$ cat config.mk
export PLATFORM = sky130hd
export DESIGN_NAME = fp7_alu_exponent_compare_stage_flat
export DESIGN_NICKNAME = d
export VERILOG_FILES = /design/src/rtl/fp7_alu_exponent_compare_stage_pkg.sv /design/src/rtl/fp7_alu_exponent_compare_stage_if.sv /design/src/rtl/fp7_alu_exponent_compare_stage_sat_counter.sv /design/src/rtl/fp7_alu_exponent_compare_stage.sv /design/src/flat_wrapper.sv
export SDC_FILE = /design/constraint.sdc
export NUM_CORES = 1
export LEC_CHECK = 0
export BUFFER_PORTS_ARGS = -buffer_cell sky130_fd_sc_hd__buf_2
export CORE_UTILIZATION = 40
export CTS_CLUSTER_SIZE = 8
export DETAILED_ROUTE_END_ITERATION = 10
export GPL_ROUTABILITY_DRIVEN = 0
export PLACE_DENSITY_LB_ADDON = 0.25
export SKIP_CTS_REPAIR_TIMING = 1
export SLEW_MARGIN = 10
export SYNTH_ARGS = -nofsm -noshare
export SYNTH_HDL_FRONTEND = slang
export SYNTH_SLANG_ARGS = --single-unit
export TNS_END_PERCENT = 1
$ cat constraint.sdc
create_clock -name clk -period 3.6 [get_ports clk]
set_input_delay 0.18 -clock clk [delete_from_list [all_inputs] [get_ports clk]]
set_output_delay 0.18 -clock clk [all_outputs]
set_load 0.005 [all_outputs]
$ cat src/rtl/fp7_alu_exponent_compare_stage_pkg.sv
// Shared constants and helpers for the fp7 ALU operand path.
// Field positions below describe the default 32-bit packing
// {sign, exponent[8], mantissa[23]}; parameterised blocks derive their own
// positions from the same formulas.
package fp7_alu_pkg;

  // Default field widths of the fp7 operand container
  localparam int FP7_ACCUM_DATA_WIDTH = 32;
  localparam int FP7_EXP_W            = 8;
  localparam int FP7_MAN_W            = 23;
  localparam int FP7_GUARD_BITS       = 1;

  // Field-extraction positions inside the operand word
  localparam int EXP_LSB  = FP7_MAN_W;
  localparam int EXP_MSB  = FP7_MAN_W + FP7_EXP_W - 1;
  localparam int SIGN_BIT = FP7_ACCUM_DATA_WIDTH - 1;

  // Depth of the operand delay line in the select stage; the exponent
  // compare pipeline must have exactly this many register stages
  localparam int FP7_ALU_PIPE_DEPTH = 4;

  // Largest exponent gap for which the smaller operand can still influence
  // the aligned sum (mantissa bits plus guard positions)
  function automatic int fp7SelectThreshold(input int manW, input int guardBits);
    return manW + guardBits;
  endfunction

endpackage

$ cat src/rtl/fp7_alu_exponent_compare_stage_if.sv
// Operand/control bundle between the fp7 operand source and the exponent
// compare stage. The master drives operands, the slave returns control.
interface fp7_alu_exponent_compare_stage_if #(
  parameter int ACCUM_DATA_WIDTH = 32,
  parameter int EXP_W            = 8,
  parameter int CNT_W            = 16
);

  logic                        valid_i;
  logic                        alu_op_i;
  logic [ACCUM_DATA_WIDTH-1:0] alu_data_a_i;
  logic [ACCUM_DATA_WIDTH-1:0] alu_data_b_i;
  logic                        cnt_clear_i;

  logic                        valid_o;
  logic                        alu_op_o;
  logic                        exponent_big_a_o;
  logic                        select_data_o;
  logic [EXP_W-1:0]            exp_diff_o;
  logic [CNT_W-1:0]            negligible_cnt_o;

  modport master (
    output valid_i, alu_op_i, alu_data_a_i, alu_data_b_i, cnt_clear_i,
    input  valid_o, alu_op_o, exponent_big_a_o, select_data_o, exp_diff_o,
           negligible_cnt_o
  );

  modport slave (
    input  valid_i, alu_op_i, alu_data_a_i, alu_data_b_i, cnt_clear_i,
    output valid_o, alu_op_o, exponent_big_a_o, select_data_o, exp_diff_o,
           negligible_cnt_o
  );

endinterface

$ cat src/rtl/fp7_alu_exponent_compare_stage_sat_counter.sv
// Saturating event counter with synchronous clear. Clear wins over
// increment; once all-ones is reached the count holds until cleared.
module fp7_sat_counter #(
  parameter int CNT_W = 16
) (
  input  logic             clk,
  input  logic             rst,
  input  logic             clear_i,
  input  logic             inc_i,
  output logic [CNT_W-1:0] count_o
);

  localparam logic [CNT_W-1:0] CntMax = {CNT_W{1'b1}};

  logic [CNT_W-1:0] count_q;
  logic [CNT_W-1:0] count_d;

  // Next count: clear first, then increment unless already saturated
  always_comb begin
    count_d = count_q;
    if (clear_i) begin
      count_d = '0;
    end else if (inc_i && (count_q != CntMax)) begin
      count_d = count_q + 1'b1;
    end
  end

  // Count register
  always_ff @(posedge clk or posedge rst) begin
    if (rst) begin
      count_q <= '0;
    end else begin
      count_q <= count_d;
    end
  end

  assign count_o = count_q;

endmodule

$ cat src/rtl/fp7_alu_exponent_compare_stage.sv
// Exponent compare stage of the fp7 ALU operand path. Compares operand
// magnitudes and produces the big-operand / select control for the select
// stage, cycle-aligned with its 4-deep operand delay line, plus the absolute
// exponent gap for the alignment shifter and a count of negligible-operand
// events.
module fp7_alu_exponent_compare_stage
  import fp7_alu_pkg::*;
#(
  parameter int ACCUM_DATA_WIDTH = 32,
  parameter int EXP_W            = 8,
  parameter int MAN_W            = 23,
  parameter int GUARD_BITS       = 1,
  parameter int CNT_W            = 16
) (
  input logic clk,
  input logic rst,
  fp7_alu_exponent_compare_stage_if.slave bus
);

  localparam int ExpLsb  = MAN_W;
  localparam int ExpMsb  = MAN_W + EXP_W - 1;
  localparam int SignBit = ACCUM_DATA_WIDTH - 1;

  // Threshold widened by one bit so the compare against the gap is unsigned
  localparam logic [EXP_W:0] SelThresh =
    (EXP_W+1)'(fp7SelectThreshold(MAN_W, GUARD_BITS));

  // Stages S0..S2 carry valid/op; S3 is the output register itself
  localparam int CtlDepth = FP7_ALU_PIPE_DEPTH - 1;

  // Sign bits take no part in a magnitude compare
  logic unusedSigns;
  assign unusedSigns = bus.alu_data_a_i[SignBit] ^ bus.alu_data_b_i[SignBit];

  // Control pipe (valid, alu_op) for S0..S2
  logic [CtlDepth-1:0] validPipe_q;
  logic [CtlDepth-1:0] opPipe_q;

  // S0 field registers
  logic [EXP_W-1:0] expA_q;
  logic [EXP_W-1:0] expB_q;
  logic [MAN_W-1:0] manA_q;
  logic [MAN_W-1:0] manB_q;

  // S1 compare results
  logic [EXP_W:0]   diff_q;
  logic [EXP_W:0]   diff_d;
  logic             eqExp_q;
  logic             manGe_q;

  // S2 decision
  logic             bigA_q;
  logic             bigA_d;
  logic [EXP_W-1:0] absd_q;
  logic [EXP_W-1:0] absd_d;

  // S3 outputs
  logic             valid_q;
  logic             aluOp_q;
  logic             expBigA_q;
  logic             selData_q;
  logic             selData_d;
  logic [EXP_W-1:0] expDiff_q;

  logic             negligibleInc;

  // Valid and op travel alongside the data with no enable, so invalid slots
  // still advance and simply come out with valid low
  always_ff @(posedge clk or posedge rst) begin
    if (rst) begin
      validPipe_q <= '0;
      opPipe_q    <= '0;
    end else begin
      validPipe_q <= {validPipe_q[CtlDepth-2:0], bus.valid_i};
      opPipe_q    <= {opPipe_q[CtlDepth-2:0], bus.alu_op_i};
    end
  end

  // S0: capture the exponent and mantissa fields of both operands
  always_ff @(posedge clk or posedge rst) begin
    if (rst) begin
      expA_q <= '0;
      expB_q <= '0;
      manA_q <= '0;
      manB_q <= '0;
    end else begin
      expA_q <= bus.alu_data_a_i[ExpMsb:ExpLsb];
      expB_q <= bus.alu_data_b_i[ExpMsb:ExpLsb];
      manA_q <= bus.alu_data_a_i[MAN_W-1:0];
      manB_q <= bus.alu_data_b_i[MAN_W-1:0];
    end
  end

  // Signed exponent difference; the extra MSB is the "B bigger" flag
  always_comb begin
    diff_d = {1'b0, expA_q} - {1'b0, expB_q};
  end

  // S1: register the difference and the tie-break inputs
  always_ff @(posedge clk or posedge rst) begin
    if (rst) begin
      diff_q  <= '0;
      eqExp_q <= 1'b0;
      manGe_q <= 1'b0;
    end else begin
      diff_q  <= diff_d;
      eqExp_q <= (expA_q == expB_q);
      manGe_q <= (manA_q >= manB_q);
    end
  end

  // A wins when its exponent is larger, or on equal exponents when its
  // mantissa is not smaller (exact ties resolve to A); the gap magnitude
  // always fits EXP_W bits because both exponents are unsigned EXP_W fields
  always_comb begin
    bigA_d = ~diff_q[EXP_W] & (~eqExp_q | manGe_q);
    absd_d = diff_q[EXP_W] ? EXP_W'(-diff_q) : diff_q[EXP_W-1:0];
  end

  // S2: register the decision and the gap
  always_ff @(posedge clk or posedge rst) begin
    if (rst) begin
      bigA_q <= 1'b0;
      absd_q <= '0;
    end else begin
      bigA_q <= bigA_d;
      absd_q <= absd_d;
    end
  end

  // The smaller operand still matters only while the gap fits in the
  // mantissa plus guard positions
  always_comb begin
    selData_d = ({1'b0, absd_q} <= SelThresh);
  end

  // S3: output registers
  always_ff @(posedge clk or posedge rst) begin
    if (rst) begin
      valid_q   <= 1'b0;
      aluOp_q   <= 1'b0;
      expBigA_q <= 1'b0;
      selData_q <= 1'b0;
      expDiff_q <= '0;
    end else begin
      valid_q   <= validPipe_q[CtlDepth-1];
      aluOp_q   <= opPipe_q[CtlDepth-1];
      expBigA_q <= bigA_q;
      selData_q <= selData_d;
      expDiff_q <= absd_q;
    end
  end

  // Count the result being registered into S3 this cycle when it is a valid
  // add/compare whose smaller operand vanishes
  assign negligibleInc = validPipe_q[CtlDepth-1] & opPipe_q[CtlDepth-1] & ~selData_d;

  fp7_sat_counter #(
    .CNT_W (CNT_W)
  ) u_negligible_cnt (
    .clk     (clk),
    .rst     (rst),
    .clear_i (bus.cnt_clear_i),
    .inc_i   (negligibleInc),
    .count_o (bus.negligible_cnt_o)
  );

  assign bus.valid_o          = valid_q;
  assign bus.alu_op_o         = aluOp_q;
  assign bus.exponent_big_a_o = expBigA_q;
  assign bus.select_data_o    = selData_q;
  assign bus.exp_diff_o       = expDiff_q;

endmodule
$ cat src/flat_wrapper.sv
// flat-port wrapper written by rule: the top's interface ports become plain ports
module fp7_alu_exponent_compare_stage_flat import fp7_alu_pkg::*;
#(
  parameter int ACCUM_DATA_WIDTH = 32,
  parameter int EXP_W            = 8,
  parameter int MAN_W            = 23,
  parameter int GUARD_BITS       = 1,
  parameter int CNT_W            = 16
)
  (clk, rst, bus_valid_i, bus_alu_op_i, bus_alu_data_a_i, bus_alu_data_b_i, bus_cnt_clear_i, bus_valid_o, bus_alu_op_o, bus_exponent_big_a_o, bus_select_data_o, bus_exp_diff_o, bus_negligible_cnt_o);
  fp7_alu_exponent_compare_stage_if #(.ACCUM_DATA_WIDTH(ACCUM_DATA_WIDTH), .EXP_W(EXP_W), .CNT_W(CNT_W)) bus_i ();
  input logic clk;
  input logic rst;
  input wire logic [$bits(bus_i.valid_i)-1:0] bus_valid_i;
  input wire logic [$bits(bus_i.alu_op_i)-1:0] bus_alu_op_i;
  input wire logic [$bits(bus_i.alu_data_a_i)-1:0] bus_alu_data_a_i;
  input wire logic [$bits(bus_i.alu_data_b_i)-1:0] bus_alu_data_b_i;
  input wire logic [$bits(bus_i.cnt_clear_i)-1:0] bus_cnt_clear_i;
  output wire logic [$bits(bus_i.valid_o)-1:0] bus_valid_o;
  output wire logic [$bits(bus_i.alu_op_o)-1:0] bus_alu_op_o;
  output wire logic [$bits(bus_i.exponent_big_a_o)-1:0] bus_exponent_big_a_o;
  output wire logic [$bits(bus_i.select_data_o)-1:0] bus_select_data_o;
  output wire logic [$bits(bus_i.exp_diff_o)-1:0] bus_exp_diff_o;
  output wire logic [$bits(bus_i.negligible_cnt_o)-1:0] bus_negligible_cnt_o;
  assign bus_i.valid_i = bus_valid_i;
  assign bus_i.alu_op_i = bus_alu_op_i;
  assign bus_i.alu_data_a_i = bus_alu_data_a_i;
  assign bus_i.alu_data_b_i = bus_alu_data_b_i;
  assign bus_i.cnt_clear_i = bus_cnt_clear_i;
  assign bus_valid_o = bus_i.valid_o;
  assign bus_alu_op_o = bus_i.alu_op_o;
  assign bus_exponent_big_a_o = bus_i.exponent_big_a_o;
  assign bus_select_data_o = bus_i.select_data_o;
  assign bus_exp_diff_o = bus_i.exp_diff_o;
  assign bus_negligible_cnt_o = bus_i.negligible_cnt_o;
  fp7_alu_exponent_compare_stage #(.ACCUM_DATA_WIDTH(ACCUM_DATA_WIDTH), .EXP_W(EXP_W), .MAN_W(MAN_W), .GUARD_BITS(GUARD_BITS), .CNT_W(CNT_W)) u_core (.clk(clk), .rst(rst), .bus(bus_i));
endmodule
==> flow_summary.yaml, run 1 <==
status:
  status: "finished, final reports clean"
global_routing:
  grtUsageMet2_pct: 25.80
  first_global_vias: 2944
  grt_use_total_pct: 15.75
  grt_first_pass_wirelength_um: 13370
  grt_busiest_layer: "met2"
  grt.met1_usage_pct: 17.40
  grt_start_max_net_pins: 52
  grtUsageMet3_pct: 6.691
  grt_antenna_before_repair: 0
  grt_remaining_overflow: 0
synth:
  synth-compound-area-share_pct: 5.642
  ys_seq_area_share_pct: 64.48
  yosys.cell_types.count: 41
  synth_edf_count: 0
  synth_ff_type: "dfrtp_1"
  synth-xor-area-share_pct: 4.475
  synthSimpleGateAreaFrac_pct: 11.12
  synth_area_mm2: 0.004502
  yosysWarnings: 0
  ys_ff_latch: 116
  synthMuxAreaShare_pct: 0.8060
  synthCells: 358
  synthAdderAreaFrac_pct: 9.616
  ys_async_sr_fraction_pct: 100.0
  syn_nets: 461
  synth_top_family_by_area: "simple AND/OR/NAND/NOR gates"
  syn_avg_cell_area_um2: 12.57
power:
  power.density_mw_per_mm2: 569.3
  p_leak_nw: 3.163
  vdd_drop_max_v: 0.0004448
worst_setup_path:
  worstSetupEndpointType: "flop"
  r2r_slack_ns: 1.51
  crit_required_ns: 4.00
  reg2reg_from: "u_core.u_negligible_cnt.count_o[0]"
  r2r_cells: 6
  crit_type: "reg -> reg"
  r2r_end: "u_core.u_negligible_cnt.count_o[13]"
  critPathArrivalTime_ns: 2.49
  worstSetupStartpointType: "flop"
  path_max_fanout: 9
clocking:
  cts_made_buffers: 17
  clk_latency_ns: 0.52
  cts-root-buf: "clkbuf_8"
  clk_pin_slew_ns: 0.05
  cts_tree: "yes"
  clock_path_buffers: 2
  h-tree-depth: 4
  cts.sinks: 116
sta:
  finalHoldViolations: 0
  rsz0062_at_grt: "no"
  finalSetupViolCount: 0
  relSlewSlack_pct: 60.96
  post-route-period-util_pct: 57.94
  tightest_slew_ns: 0.5857
  fmax_ghz: 0.4794
  fin_worst_skew_ns: 0.007253
  finalSetupTns_ns: 0
  drv_slew: 0
  fin_crit_ns: 2.086
finish:
  antenna_cells: 0
  layout.nets: 638
  area_delta_synth_final_pct: 43.47
  final_util_pct: 59.32
  fin_cells: 687
  drive_gt1_share_pct: 24.13
floorplan:
  dieArea_mm2: 0.01168
  fp.dieH_um: 108.1
  num_rows: 38
  start_util_pct: 41.35
  io-pin-count: 97
  fp.coreArea_mm2: 0.01089
  dieWidth_um: 108.1
worst_hold_path:
  hp-start: "bus_cnt_clear_i"
  hold_depth: 2
  hold-path-endpoint: "u_core.u_negligible_cnt.count_o[10]"
  min_path_type: "in -> reg"
routing:
  drt-initial-drc-count: 100
  drcViolationCount: 0
  wirelength_um: 8781
  viasPerCell: 4.638
  routedWlPerCell_um: 12.78
  num_vias: 3186
  drtAntennaViolNets: 0
  drt_pre_antenna_iters: 4
place:
  io_buffers: 94
  dp_cells: 591
  detailed_place_hpwl_um: 5571
job:
  drv_cap: 0
logic make-up after synthesis:
group                    after synthesis
flip-flops                           116
adder cells (fa/ha/maj)               34
multiplexers                           3
AND/OR/NAND/NOR                       95
AO/OA/AOI/OAI                         41
buffers and inverters                 46
XOR/XNOR                              23
final cells by class:
class | instances | area [µm²]
inverter | 42 | 160.2
multi-input combinational | 196 | 1425
clock inverter | 10 | 202.7
clock buffer | 21 | 449.2
tap | 140 | 175.2
timing repair buffer | 162 | 1144
fill | 856 | 4429
sequential | 116 | 2903
state kept, by name, summed over array words and instances, names as in the netlist, 3 cells and up:
name / flops
u_core.absd_q: 8
u_core.bus.exp_diff_o: 8
u_core.diff_q: 9
u_core.expA_q: 8
u_core.expB_q: 8
u_core.manA_q: 23
u_core.manB_q: 23
u_core.opPipe_q: 3
u_core.u_negligible_cnt.count_o: 16
u_core.validPipe_q: 3
synth_stat cells, drive strengths merged, types with 3 or more instances:
cell	instances	area, µm²
nor2b	5	31.28
ha	33	412.9
nand2	21	78.83
nand3	10	50.05
nor2	25	93.84
a21o	3	22.52
o31ai	3	22.52
nand4	10	68.81
dfrtp	116	2903
inv	42	157.7
nor3	4	25.02
nor4	9	71.32
o21ai	10	50.05
and4	3	26.28
xnor2	23	201.4
a21oi	14	70.07
metal layers:
metal / wire (µm) / share of wire [%] / vias up
li1: - / - / 1557
met1: 3500 / 40 / 1491
met2: 4494 / 51 / 115
met3: 579 / 6.6 / 23
met4: 206 / 2.3 / 0
met5: 0 / 0 / -
report_power, final:
group	internal, W	switching (W)
Sequential	0.00143	0.0000638
Clock	0.00129	0.000549
Combinational	0.000185	0.000156
layout by cell type, fill, tap and decap left out, types with 5 or more instances in the layout:
master           n
xnor2_1         23
dfrtp_1        116
nand4_1          9
nor2_1          25
clkbuf_16       16
dlygate4sd3_1   65
nand3_1         10
o21ai_0         10
nand2_1         21
nor2b_1          5
ha_1            33
nor4_1           8
bufinv_16        6
buf_2           94
inv_1           41
a21oi_1         14
critical path, cell delays in order, from the launching register on:
cell	delay [ns]
dfrtp_1	0.42
ha_1	0.26
nand3_1	0.17
nor4_4	0.09
nor3_2	0.37
nor3b_1	0.33
mux2_4	0.33
worst max path at each step:
stage,startpoint,end,slack [ns],cells after the start
final,u_core.u_negligible_cnt.count_o[0],u_core.u_negligible_cnt.count_o[13],1.51,6
after global routing,u_core.u_negligible_cnt.count_o[0],u_core.u_negligible_cnt.count_o[13],1.44,6
after CTS,u_core.u_negligible_cnt.count_o[0],u_core.u_negligible_cnt.count_o[13],1.53,6
after detailed placement,u_core.u_negligible_cnt.count_o[0],u_core.u_negligible_cnt.count_o[13],1.58,6
after global placement,u_core.u_negligible_cnt.count_o[0],u_core.u_negligible_cnt.count_o[13],1.60,6
after floorplan,rst,u_core.absd_q[0],0.35,1
stage by stage:
stage | hold slack, ns | instance area [µm²] | setup WS (ns) | total power [W]
after global routing | 0.03049 | 6459 | 1.436 | 0.003850
after floorplan | 0.2114 | 4502 | 0.3476 | 0.001673
after detailed placement | 0.2893 | 5156 | 1.580 | 0.001808
final | 0.03297 | 6459 | 1.514 | 0.003677
after global placement | 0.2850 | 5156 | 1.602 | 0.001796
after CTS | -0.2627 | 5808 | 1.534 | 0.003666
Note: power is estimated with default switching activity, not from simulation.
==> inputs of run 2 (changes only) <==
==> constraint.sdc (replaced) <==
create_clock -name clk -period 2 [get_ports clk]
set_input_delay 0.1 -clock clk [delete_from_list [all_inputs] [get_ports clk]]
set_output_delay 0.1 -clock clk [all_outputs]
set_load 0.005 [all_outputs]
==> run 2 against run 1 <==
Against the previous run: die area is the same; clock power grew 43%; sequential share of layout area grew 0.55 points; non-clock buffer count grew 4; combinational power grew 82%; setup slack lost 1.4 ns; cell count grew 0.58%; critical endpoint is now u_core.diff_q[6]; largest cell class unchanged; largest power group is now sequential cells.
==> flow_summary.yaml, run 2 (same netlist as run 1, synthesis figures left out) <==
finish:
  fill_cells: 856
  most-common-layout-cells: "dfrtp_1, buf_2, dlygate4sd3_1"
  drive_gt1_share_pct: 24.68
  antenna_cells: 0
  area_delta_synth_final_pct: 41.75
  final_common_cell: "dfrtp_1"
  final_util_pct: 58.61
  layout.nets: 642
power:
  vdd_drop_max_v: 0.0008725
  p_clk_share_pct: 44.3
  power_frac_seq_pct: 45.2
  p_switching_w: 0.001374
  power.density_mw_per_mm2: 930.3
  p_leak_nw: 3.122
  power_frac_comb_pct: 10.5
  p_int_w: 0.004562
  switching_share_pct: 23.15
worst_setup_path:
  cpPeakStageDelay_ns: 0.41
  worstSetupEndpointType: "flop"
  crit_required_ns: 2.38
  worstSetupStartpointType: "flop"
  crit_family: "adder cells"
  crit_path_top_delay_cell: "fa_1"
  cp.buffers_inverters: 0
  crit_chain: "ha_1, fa_1, nor2b_1, o21ai_0, a21boi_1, mux2i_1, o2111ai_1"
  critPathArrivalTime_ns: 2.24
  path_max_fanout: 2
  crit_type: "reg -> reg"
clocking:
  clock_path_buffers: 2
  cts_made_buffers: 17
  cts.sinks: 116
  clk_pin_slew_ns: 0.05
  h-tree-depth: 4
  cts-root-buf: "clkbuf_8"
  clk_latency_ns: 0.51
  cts_tree: "yes"
sta:
  finalSetupViolCount: 0
  relSlewSlack_pct: 60.07
  tightest_slew_ns: 0.5989
  rsz0062_at_grt: "no"
  finalHoldViolations: 0
  post-route-period-util_pct: 92.90
  timing.hold.ws_ns: 0.2195
  finalSetupTns_ns: 0
  fmax_ghz: 0.5382
  fin_worst_skew_ns: 0.005925
  fin_crit_ns: 1.858
  drv_slew: 0
floorplan:
  io-pin-count: 97
  fp.coreArea_mm2: 0.01089
  start_util_pct: 41.35
  fp.dieH_um: 108.1
  num_rows: 38
  dieArea_mm2: 0.01168
  dieWidth_um: 108.1
routing:
  viasPerCell: 4.634
  drtAntennaViolNets: 0
  drt-initial-drc-count: 101
  num_vias: 3202
  met1_length_um: 3563
  drt_pre_antenna_iters: 6
  met3WireLength_um: 474
  routedWlPerCell_um: 12.30
  routed-wl-met2_um: 4342
  highest_layer: "met4"
  wirelength_um: 8497
  drcViolationCount: 0
global_routing:
  grt_start_max_net_pins: 68
  grt_remaining_overflow: 0
  grt_use_total_pct: 15.00
  first_global_vias: 3002
  grt_antenna_before_repair: 0
  grt_first_pass_wirelength_um: 12970
worst_hold_path:
  min_path_type: "in -> reg"
place:
  detailed_place_hpwl_um: 5469
  io_buffers: 94
job:
  drv_cap: 0
status:
  status: "finished, final reports clean"
run 2: path summary, 6_finish.rpt:
kind,startpoint,end,slack (ns),cells past startpoint
worst max-delay path,u_core.expB_q[0],u_core.diff_q[6],0.14,7
worst min-delay path,bus_alu_data_a_i[15],u_core.manA_q[15],0.22,2
worst max register to register,u_core.expB_q[0],u_core.diff_q[6],0.14,7
worst min register to register,u_core.opPipe_q[0],u_core.opPipe_q[1],0.35,0
max in group asynchronous,rst,u_core.manB_q[3],1.23,4
min in group asynchronous,rst,u_core.u_negligible_cnt.count_o[6],0.23,4
run 2: power by group through the flow:
stage	clock [W]	sequential [W]	combinational, W
6_report	0.00263	0.00269	0.000621
5_1_grt	0.00283	0.00271	0.000708
4_1_cts	0.00271	0.00269	0.000533
3_5_place_dp	0	0.00273	0.000528
3_3_place_gp	0	0.00272	0.000512
2_1_floorplan	0	0.00270	0.000314
run 2: area by class of cell:
cell class / count / area [µm²] / share of cell area [%]
clock buffer: 20 / 435.4 / 6.824
clock inverter: 11 / 87.58 / 1.373
inverter: 42 / 161.4 / 2.529
multi-input combinational: 196 / 1430 / 22.41
sequential: 116 / 2903 / 45.49
tap: 140 / 175.2 / 2.745
timing repair buffer: 166 / 1189 / 18.63
run 2: stage by stage:
step / worst slack, ns / instance area (µm²) / cells / total power, W
CTS: 0.07161 / 5715 / 625 / 0.005932
detailed placement: 0.07981 / 5192 / 594 / 0.003258
finish: 0.1420 / 6381 / 691 / 0.005936
global route: 0.01836 / 6381 / 691 / 0.006253
global placement: 0.1221 / 5192 / 594 / 0.003235
floorplan: 0.1841 / 4506 / 358 / 0.003013
run 2: metal layers:
metal | vias up | GRT usage [%]
li1 | 1567 | -
met3 | 16 | 6.510
met5 | - | 0
met4 | 0 | 6.654
met2 | 96 | 25.02
met1 | 1523 | 16.55
